===== src/rtl/datapath_pkg.sv =====
// Shared datapath widths and the stage-2 bubble FSM encoding.
package datapath_pkg;

  localparam int unsigned DATA_WIDTH       = 32;
  localparam int unsigned REG_SELECT_WIDTH = 5;
  localparam int unsigned IMM_WIDTH        = 16;
  localparam int unsigned OPCODE_WIDTH     = 6;
  localparam int unsigned CNT_WIDTH        = 16;

  localparam logic ST_RUN    = 1'b0;
  localparam logic ST_BUBBLE = 1'b1;

  typedef enum logic {
    RUN    = ST_RUN,
    BUBBLE = ST_BUBBLE
  } stage_state_e;

endpackage


===== src/rtl/operand_bypass.sv =====
// Forwards the stage-3 write data over a register file read port when the
// write targets the register being read in the same cycle.
module operand_bypass #(
  parameter int unsigned DATA_WIDTH       = datapath_pkg::DATA_WIDTH,
  parameter int unsigned REG_SELECT_WIDTH = datapath_pkg::REG_SELECT_WIDTH
) (
  input  logic [REG_SELECT_WIDTH-1:0] read_select,
  input  logic [DATA_WIDTH-1:0]       read_data,
  input  logic [REG_SELECT_WIDTH-1:0] write_select,
  input  logic [DATA_WIDTH-1:0]       write_data,
  input  logic                        write_enable,
  output logic [DATA_WIDTH-1:0]       operand_c
);

  // Register 0 is an ordinary register, so no zero-select exclusion.
  assign operand_c = (write_enable && (write_select == read_select)) ? write_data : read_data;

endmodule


===== src/rtl/s2_operand_stage.sv =====
// Stage-1/stage-2 pipeline register: writeback bypass, load-use bubble
// insertion with stage-1 stall, downstream hold with operand refresh, flush.
module s2_operand_stage
  import datapath_pkg::*;
#(
  parameter int unsigned DATA_WIDTH       = datapath_pkg::DATA_WIDTH,
  parameter int unsigned REG_SELECT_WIDTH = datapath_pkg::REG_SELECT_WIDTH,
  parameter int unsigned IMM_WIDTH        = datapath_pkg::IMM_WIDTH,
  parameter int unsigned CNT_WIDTH        = datapath_pkg::CNT_WIDTH
) (
  input  logic                        clk,
  input  logic                        rst_n,
  input  logic                        S1_Valid,
  input  logic [OPCODE_WIDTH-1:0]     S1_Opcode,
  input  logic [REG_SELECT_WIDTH-1:0] S1_ReadSelect1,
  input  logic [REG_SELECT_WIDTH-1:0] S1_ReadSelect2,
  input  logic [REG_SELECT_WIDTH-1:0] S1_WriteSelect,
  input  logic                        S1_IsLoad,
  input  logic [IMM_WIDTH-1:0]        S1_Imm,
  input  logic [DATA_WIDTH-1:0]       RF_ReadData1,
  input  logic [DATA_WIDTH-1:0]       RF_ReadData2,
  input  logic [DATA_WIDTH-1:0]       S3_WriteData,
  input  logic [REG_SELECT_WIDTH-1:0] S3_WriteSelect,
  input  logic                        S3_WriteEnable,
  input  logic                        S2_Hold,
  input  logic                        Flush,
  output logic                        S1_Stall,
  output logic                        S2_Valid,
  output logic [OPCODE_WIDTH-1:0]     S2_Opcode,
  output logic [REG_SELECT_WIDTH-1:0] S2_WriteSelect,
  output logic                        S2_IsLoad,
  output logic [DATA_WIDTH-1:0]       S2_Operand1,
  output logic [DATA_WIDTH-1:0]       S2_Operand2,
  output logic [DATA_WIDTH-1:0]       S2_Imm,
  output logic [CNT_WIDTH-1:0]        S2_BubbleCount
);

  localparam int unsigned EXT_WIDTH = DATA_WIDTH - IMM_WIDTH;

  stage_state_e state_q, state_d;

  logic                        valid_q, valid_d;
  logic [OPCODE_WIDTH-1:0]     opcode_q, opcode_d;
  logic [REG_SELECT_WIDTH-1:0] wsel_q, wsel_d;
  logic                        is_load_q, is_load_d;
  logic [REG_SELECT_WIDTH-1:0] rsel1_q, rsel1_d;
  logic [REG_SELECT_WIDTH-1:0] rsel2_q, rsel2_d;
  logic [DATA_WIDTH-1:0]       op1_q, op1_d;
  logic [DATA_WIDTH-1:0]       op2_q, op2_d;
  logic [DATA_WIDTH-1:0]       imm_q, imm_d;
  logic [CNT_WIDTH-1:0]        cnt_q, cnt_d;

  logic [DATA_WIDTH-1:0] op1_next_c;
  logic [DATA_WIDTH-1:0] op2_next_c;
  logic [DATA_WIDTH-1:0] imm_ext_c;
  logic                  luh_c;
  logic                  bubble_c;

  operand_bypass #(
    .DATA_WIDTH      (DATA_WIDTH),
    .REG_SELECT_WIDTH(REG_SELECT_WIDTH)
  ) u_bypass1 (
    .read_select (S1_ReadSelect1),
    .read_data   (RF_ReadData1),
    .write_select(S3_WriteSelect),
    .write_data  (S3_WriteData),
    .write_enable(S3_WriteEnable),
    .operand_c   (op1_next_c)
  );

  operand_bypass #(
    .DATA_WIDTH      (DATA_WIDTH),
    .REG_SELECT_WIDTH(REG_SELECT_WIDTH)
  ) u_bypass2 (
    .read_select (S1_ReadSelect2),
    .read_data   (RF_ReadData2),
    .write_select(S3_WriteSelect),
    .write_data  (S3_WriteData),
    .write_enable(S3_WriteEnable),
    .operand_c   (op2_next_c)
  );

  assign imm_ext_c = {{EXT_WIDTH{S1_Imm[IMM_WIDTH-1]}}, S1_Imm};

  // Load in stage 2 whose destination is a source of the stage-1 instruction.
  assign luh_c = valid_q && is_load_q && S1_Valid &&
                 ((wsel_q == S1_ReadSelect1) || (wsel_q == S1_ReadSelect2));

  // Only a RUN cycle can insert a bubble; hold and flush both pre-empt it.
  assign bubble_c = (state_q == RUN) && luh_c && !S2_Hold && !Flush;

  assign S1_Stall = S2_Hold || (luh_c && !Flush);

  assign S2_Valid       = valid_q;
  assign S2_Opcode      = opcode_q;
  assign S2_WriteSelect = wsel_q;
  assign S2_IsLoad      = is_load_q;
  assign S2_Operand1    = op1_q;
  assign S2_Operand2    = op2_q;
  assign S2_Imm         = imm_q;
  assign S2_BubbleCount = cnt_q;

  // State and stage-2 register bank.
  always_ff @(posedge clk or negedge rst_n) begin
    if (!rst_n) begin
      state_q   <= RUN;
      valid_q   <= 1'b0;
      opcode_q  <= '0;
      wsel_q    <= '0;
      is_load_q <= 1'b0;
      rsel1_q   <= '0;
      rsel2_q   <= '0;
      op1_q     <= '0;
      op2_q     <= '0;
      imm_q     <= '0;
      cnt_q     <= '0;
    end else begin
      state_q   <= state_d;
      valid_q   <= valid_d;
      opcode_q  <= opcode_d;
      wsel_q    <= wsel_d;
      is_load_q <= is_load_d;
      rsel1_q   <= rsel1_d;
      rsel2_q   <= rsel2_d;
      op1_q     <= op1_d;
      op2_q     <= op2_d;
      imm_q     <= imm_d;
      cnt_q     <= cnt_d;
    end
  end

  // Next state: flush > hold (with refresh) > bubble > capture.
  always_comb begin
    state_d   = RUN;
    valid_d   = valid_q;
    opcode_d  = opcode_q;
    wsel_d    = wsel_q;
    is_load_d = is_load_q;
    rsel1_d   = rsel1_q;
    rsel2_d   = rsel2_q;
    op1_d     = op1_q;
    op2_d     = op2_q;
    imm_d     = imm_q;
    cnt_d     = cnt_q;

    case (state_q)
      RUN:     state_d = bubble_c ? BUBBLE : RUN;
      BUBBLE:  state_d = RUN;
      default: state_d = RUN;
    endcase

    if (Flush) begin
      valid_d = 1'b0;
    end else if (S2_Hold) begin
      // Held operands must track writebacks they would otherwise miss.
      if (S3_WriteEnable && (S3_WriteSelect == rsel1_q)) op1_d = S3_WriteData;
      if (S3_WriteEnable && (S3_WriteSelect == rsel2_q)) op2_d = S3_WriteData;
    end else if (bubble_c) begin
      valid_d = 1'b0;
      if (cnt_q != '1) cnt_d = cnt_q + CNT_WIDTH'(1);
    end else begin
      valid_d   = S1_Valid;
      opcode_d  = S1_Opcode;
      wsel_d    = S1_WriteSelect;
      is_load_d = S1_IsLoad;
      rsel1_d   = S1_ReadSelect1;
      rsel2_d   = S1_ReadSelect2;
      op1_d     = op1_next_c;
      op2_d     = op2_next_c;
      imm_d     = imm_ext_c;
    end
  end

endmodule


===== config.mk =====
export PLATFORM = sky130hd
export DESIGN_NAME = s2_operand_stage
export DESIGN_NICKNAME = d
export VERILOG_FILES = /design/src/rtl/datapath_pkg.sv /design/src/rtl/operand_bypass.sv /design/src/rtl/s2_operand_stage.sv
export SDC_FILE = /design/constraint.sdc
export NUM_CORES = 1
export LEC_CHECK = 0
export BUFFER_PORTS_ARGS = -buffer_cell sky130_fd_sc_hd__buf_2
export CORE_ASPECT_RATIO = 0.75
export CORE_MARGIN = 1
export CORE_UTILIZATION = 36
export CTS_BUF_LIST = sky130_fd_sc_hd__clkbuf_2 sky130_fd_sc_hd__clkbuf_4 sky130_fd_sc_hd__clkbuf_8
export DETAILED_ROUTE_END_ITERATION = 10
export PLACE_DENSITY = 0.68
export SLEW_MARGIN = 0
export SYNTH_ARGS = -nofsm -noshare
export SYNTH_HDL_FRONTEND = slang
export SYNTH_SLANG_ARGS = --single-unit

===== constraint.sdc =====
create_clock -name clk -period 2.4 [get_ports clk]
set_input_delay 0.48 -clock clk [delete_from_list [all_inputs] [get_ports clk]]
set_output_delay 0.48 -clock clk [all_outputs]
set_load 0.05 [all_outputs]

Yosys cells after proc, flatten, opt, wreduce, memory -nomap -nowiden --
Index checks and enable logic that the tools add are counted.
Word-level totals: bits of input ports 145, register bits 120, logic and storage cells 59
Operators by class: bitwise gates (word level) 4, add/sub/neg operators 1, eq/ne operators 11, multiplexer cells 13, reduce and logical (&&, ||, !) cells 19
Operators with widths (count):
- 2-to-1 mux 32 bit | 8
- equality test 5 bit | 6
- adder 16 x 1 -> 16 bit (second input constant) | 1
- inequality test 16 bit (second input constant) | 1
- logical AND 1 bit | 11
- AND reduction 3 bit | 3
- inequality test 2 x 1 -> 1 bit (second input constant) | 3
- 2-to-1 mux 1 bit | 4
- inverter 1 bit | 4
- AND reduction 4 bit | 1
- zero test 1 bit | 2
- logical OR 1 bit | 2
- inequality test 2 bit (second input constant) | 1
- one-hot mux 1 bit (2 select lines) | 1

Longest topological paths before layout --
depth after elaboration 9, depth in mapped cells 8, mapped depth without buffers 6

By module --
A second synthesis with hierarchy kept.
Second synthesis, totals: cell total of the unflattened synthesis 612, area, all modules 7415.9 um^2
Modules (own cells, without submodules):
- s2_operand_stage | times used 1, seq. area each 3002.9 um^2, area an instance 6214.7 um^2, cells an instance 526
- operand_bypass | times used 2, seq. area each 0.0 um^2, area an instance 600.6 um^2, cells an instance 43

Least setup slack after synthesis --
Ideal clock, no wire load.
path kind register to output, from register wsel_q[2], in the netlist S2_WriteSelect[2], to output port S1_Stall, stages on the path, launching flop included 6, data arrival time 1.976 ns, path slack -0.056 ns, path buffers 0, cells stage by stage dfrtp_1 -> xnor2_1 -> nand3_1 -> o22ai_1 -> nand4_1 -> o21bai_1
Between the ends: cells in the longest elaborated chain, start to end 5, elaborated cells between the ends (all ways) 6
Ends and longest elaborated chain:
- from (decl) | line s2_operand_stage.sv:44 | logic [REG_SELECT_WIDTH-1:0] wsel_q, wsel_d;
- from (signal assigned) | line s2_operand_stage.sv:121 | wsel_q <= wsel_d;
- equality test 5 bit | line s2_operand_stage.sv:87 | ((wsel_q == S1_ReadSelect1) || (wsel_q == S1_ReadSelect2));
- logical OR 1 bit (*) | line s2_operand_stage.sv:87
- logical AND 1 bit (*) | line s2_operand_stage.sv:86 | assign luh_c = valid_q && is_load_q && S1_Valid &&
- logical AND 1 bit (*) | line s2_operand_stage.sv:92 | assign S1_Stall = S2_Hold || (luh_c && !Flush);
- logical OR 1 bit (*) | line s2_operand_stage.sv:92
- to (decl) | line s2_operand_stage.sv:27 | output logic S1_Stall,
Every way passes the cells marked *; elsewhere a longest branch is shown, timed or not.

Worst setup path in the final report --
from register wsel_q[4], in the netlist S2_WriteSelect[4], to output port S1_Stall
Same word-level chain as after synthesis.

==> results.toml <==
[run_status]
outcome = "finished, final reports clean"

[sta]
min_period_ns = 2.284
fmax_mhz = 437.8
fin_crit_sh_pct = 95.17
hold_viol = 0
worst_slew_pin_slew_ns = 0.5730
setup_violations = 0
rsz0062_at_grt = "yes"
timing.hold.ws_ns = 0.03072
drv_slew = 0
slew_headroom_pct = 61.80
fin_skew_ns = 0.01467

[critical_path]
cp.arrival_ns = 1.80
crit_type = "flop to output pin"
start_kind = "flop"
r2r-end = "S2_Operand2[23]$_DFFE_PN0P_"
crit_path_max_fanout = 4
end_kind = "output pin"
path_cells = "xnor2_2 -> nand3_2 -> o22ai_2 -> nand4_1 -> o21bai_2 -> buf_6"
reg2reg_depth = 8
r2r_slack_ns = 0.29
crit_slowest_cell = "dfrtp_2"
slowest_delay_ns = 0.47
cp.required_ns = 1.92
r2r-start = "S2_WriteSelect[4]$_DFFE_PN0P_"
crit_family = "flip-flops"
crit_buf_inv = 1

[drt]
routedWlPerCell_um = 16.57
route.detailed.drc = 0
viasPerCell = 4.765
drtIter0Drc = 129
vias = 4446
routed_wl_um = 15460
first_pass_iters = 4
postRouteAntennaNets = 0

[flow_run]
drv_cap = 0

[cts]
numCtsBuffers = 17
holdBufCountCts = 0
h-tree-depth = 4
cts.sinks = 120
clk_latency_ns = 0.44
cts_tree = "done"
path_clk_slew_ns = 0.08
clock_path_buffers = 2
root_buffer = "clkbuf_8"

[floorplanning]
die-area_mm2 = 0.01733
rows = 40
io_pins = 271
fp.dieH_um = 114.3
die_x_um = 151.7
core_area_mm2 = 0.01622
initial_core_util_pct = 37.31

[global_routing]
grt_most_used_layer = "met2"
grt_max_degree = 48
global_route.usage.met3_pct = 5.498
grt_pass1_vias = 4587
grt_use_met1_pct = 23.25
grt_antenna_before_repair = 0
grt_usage_pct = 17.98
grtUsageMet2_pct = 29.03
overflow = 0
grt_pass1_wl_um = 23620

[synth]
yosysSeqAreaShare_pct = 49.64
netlist_instances = 440
synth_top_area_share_pct = 49.64
yosysWarnings = 0
synth_area_mm2 = 0.006050
avgSynthCellArea_um2 = 13.75
ys_types = 31
synth_nets = 586
synth_area_leaders = "dfrtp_1 (50%), mux2_2 (25%), mux2_4 (7.4%)"
synth_seq_cells = 120
yosys.area.top_type = "dfrtp_1"

[finish]
seqCellArea_mm2 = 0.003007
nFillCells = 1456
final_common_cell = "buf_2"
layout-drive-gt1-share_pct = 69.99
final_cell_mix = "buf_2 (268), mux2_2 (136), dfrtp_1 (117)"
nets = 856
diodes = 0
area_growth_pct = 35.93
multi_input_area_mm2 = 0.002893

[placed_design]
dp.final_hpwl_um = 11710
place_congestion = 0.8463
port_buffers = 270

[pwr]
ir_drop_uv = 455.6
p_per_area_mw_per_mm2 = 840.6
power_uw = 6912
p_leak_uw = 0.004037

[worst_hold_path]
worstHoldPathType = "input port to asynchronous set/reset pin"
-- metrics by stage --
| step | worst slack (ns) | std cells | setup TNS, ns | utilization [%] | cell area (um^2) |
|---|---|---|---|---|---|
| finish | 0.1160 | 933 | 0 | 50.71 | 8223 |
| global route | -0.03882 | 933 | -0.03882 | 50.71 | 8223 |
| CTS | 0.009956 | 932 | 0 | 50.32 | 8160 |
| detailed placement | 0.08619 | 899 | 0 | 47.43 | 7691 |
| global placement | 0.09147 | 899 | 0 | 47.43 | 7691 |
| floorplan | 0.1481 | 440 | 0 | - | 6053 |
-- cells by family (layout without fill, tap and decap cells) --
logic type	Yosys count	after routing	synth area share [%]
xor+xnor	45	45	6.515
fa+ha+maj	1	1	0.2068
mux	167	167	32.95
compound gates	9	9	1.075
flops	120	120	49.64
buf+inv	38	321	4.137
simple gates	60	60	5.481
-- metal layers --
metal	part of all wire (%)	routed length (um)
met5	0	0
met4	0.92	142
met3	6.8	1048
met2	48	7412
met1	44	6861
-- Yosys cell counts, drive strengths merged --
master / count
mux2: 167
nor4: 7
buf: 35
a21oi: 1
nand2: 10
o22ai: 2
nand4: 8
and4: 1
o21bai: 1
dfrtp: 120
nor3: 10
clkbuf: 3
xnor2: 18
nand3b: 1
xor2: 27
a31o: 1
or2: 1
ha: 1
o22a: 1
o21ai: 2
nor4b: 1
a31oi: 1
nand3: 9
and4b: 2
and3: 4
nor2: 6
-- power breakdown --
part	switching [uW]	internal, uW
registers	177	2320
logic	1620	757
clock network	868	1170
total	2670	4240
-- registers in the layout, summed over array words and instances (netlist names), 5 cells and up --
signal,count
S2_WriteSelect,5
rsel1_q,5
S2_Operand2,32
S2_Operand1,32
S2_Opcode,6
S2_Imm,16
rsel2_q,5
S2_BubbleCount,16
-- worst register-to-register path, stage by stage (launching register included) --
cell,delay (ns)
dfrtp_2,0.47
xnor2_2,0.16
nand3_2,0.13
buf_4,0.16
o22ai_1,0.32
buf_4,0.20
o21ai_4,0.06
buf_12,0.18
mux2_2,0.31
-- cell type report --
class | instances | area share [%]
flip-flops and latches | 120 | 36.56
multi-input cells | 282 | 35.18
repair buffers | 289 | 19.64
well taps | 210 | 3.195
clock buffers | 18 | 3.013
clock inverters | 14 | 2.404
-- worst max path at each step --
stage	startpoint	endpoint	slack [ns]	depth (start not counted)
floorplan	S2_Valid$_DFFE_PN0P_	S2_WriteSelect[0]$_DFFE_PN0P_	0.15	8
global placement	S1_ReadSelect1[1]	S2_Operand1[6]$_DFFE_PN0P_	0.09	7
detailed placement	S3_WriteSelect[1]	S2_Operand1[6]$_DFFE_PN0P_	0.09	7
CTS	S2_WriteSelect[4]$_DFFE_PN0P_	S1_Stall	0.01	6
global route	S2_WriteSelect[4]$_DFFE_PN0P_	S1_Stall	-0.04	6
finish	S2_WriteSelect[4]$_DFFE_PN0P_	S1_Stall	0.12	6
-- what timing repair did --
| item | in CTS | in global routing |
|---|---|---|
| setup buffers | 1 | 1 |
| endpoints found under the setup margin | 1 | 1 |
| pin swaps | 1 | 0 |
| cloned | 0 | 0 |
| resized for setup | 5 | 9 |
No activity file was read; power rests on OpenSTA's default activity.
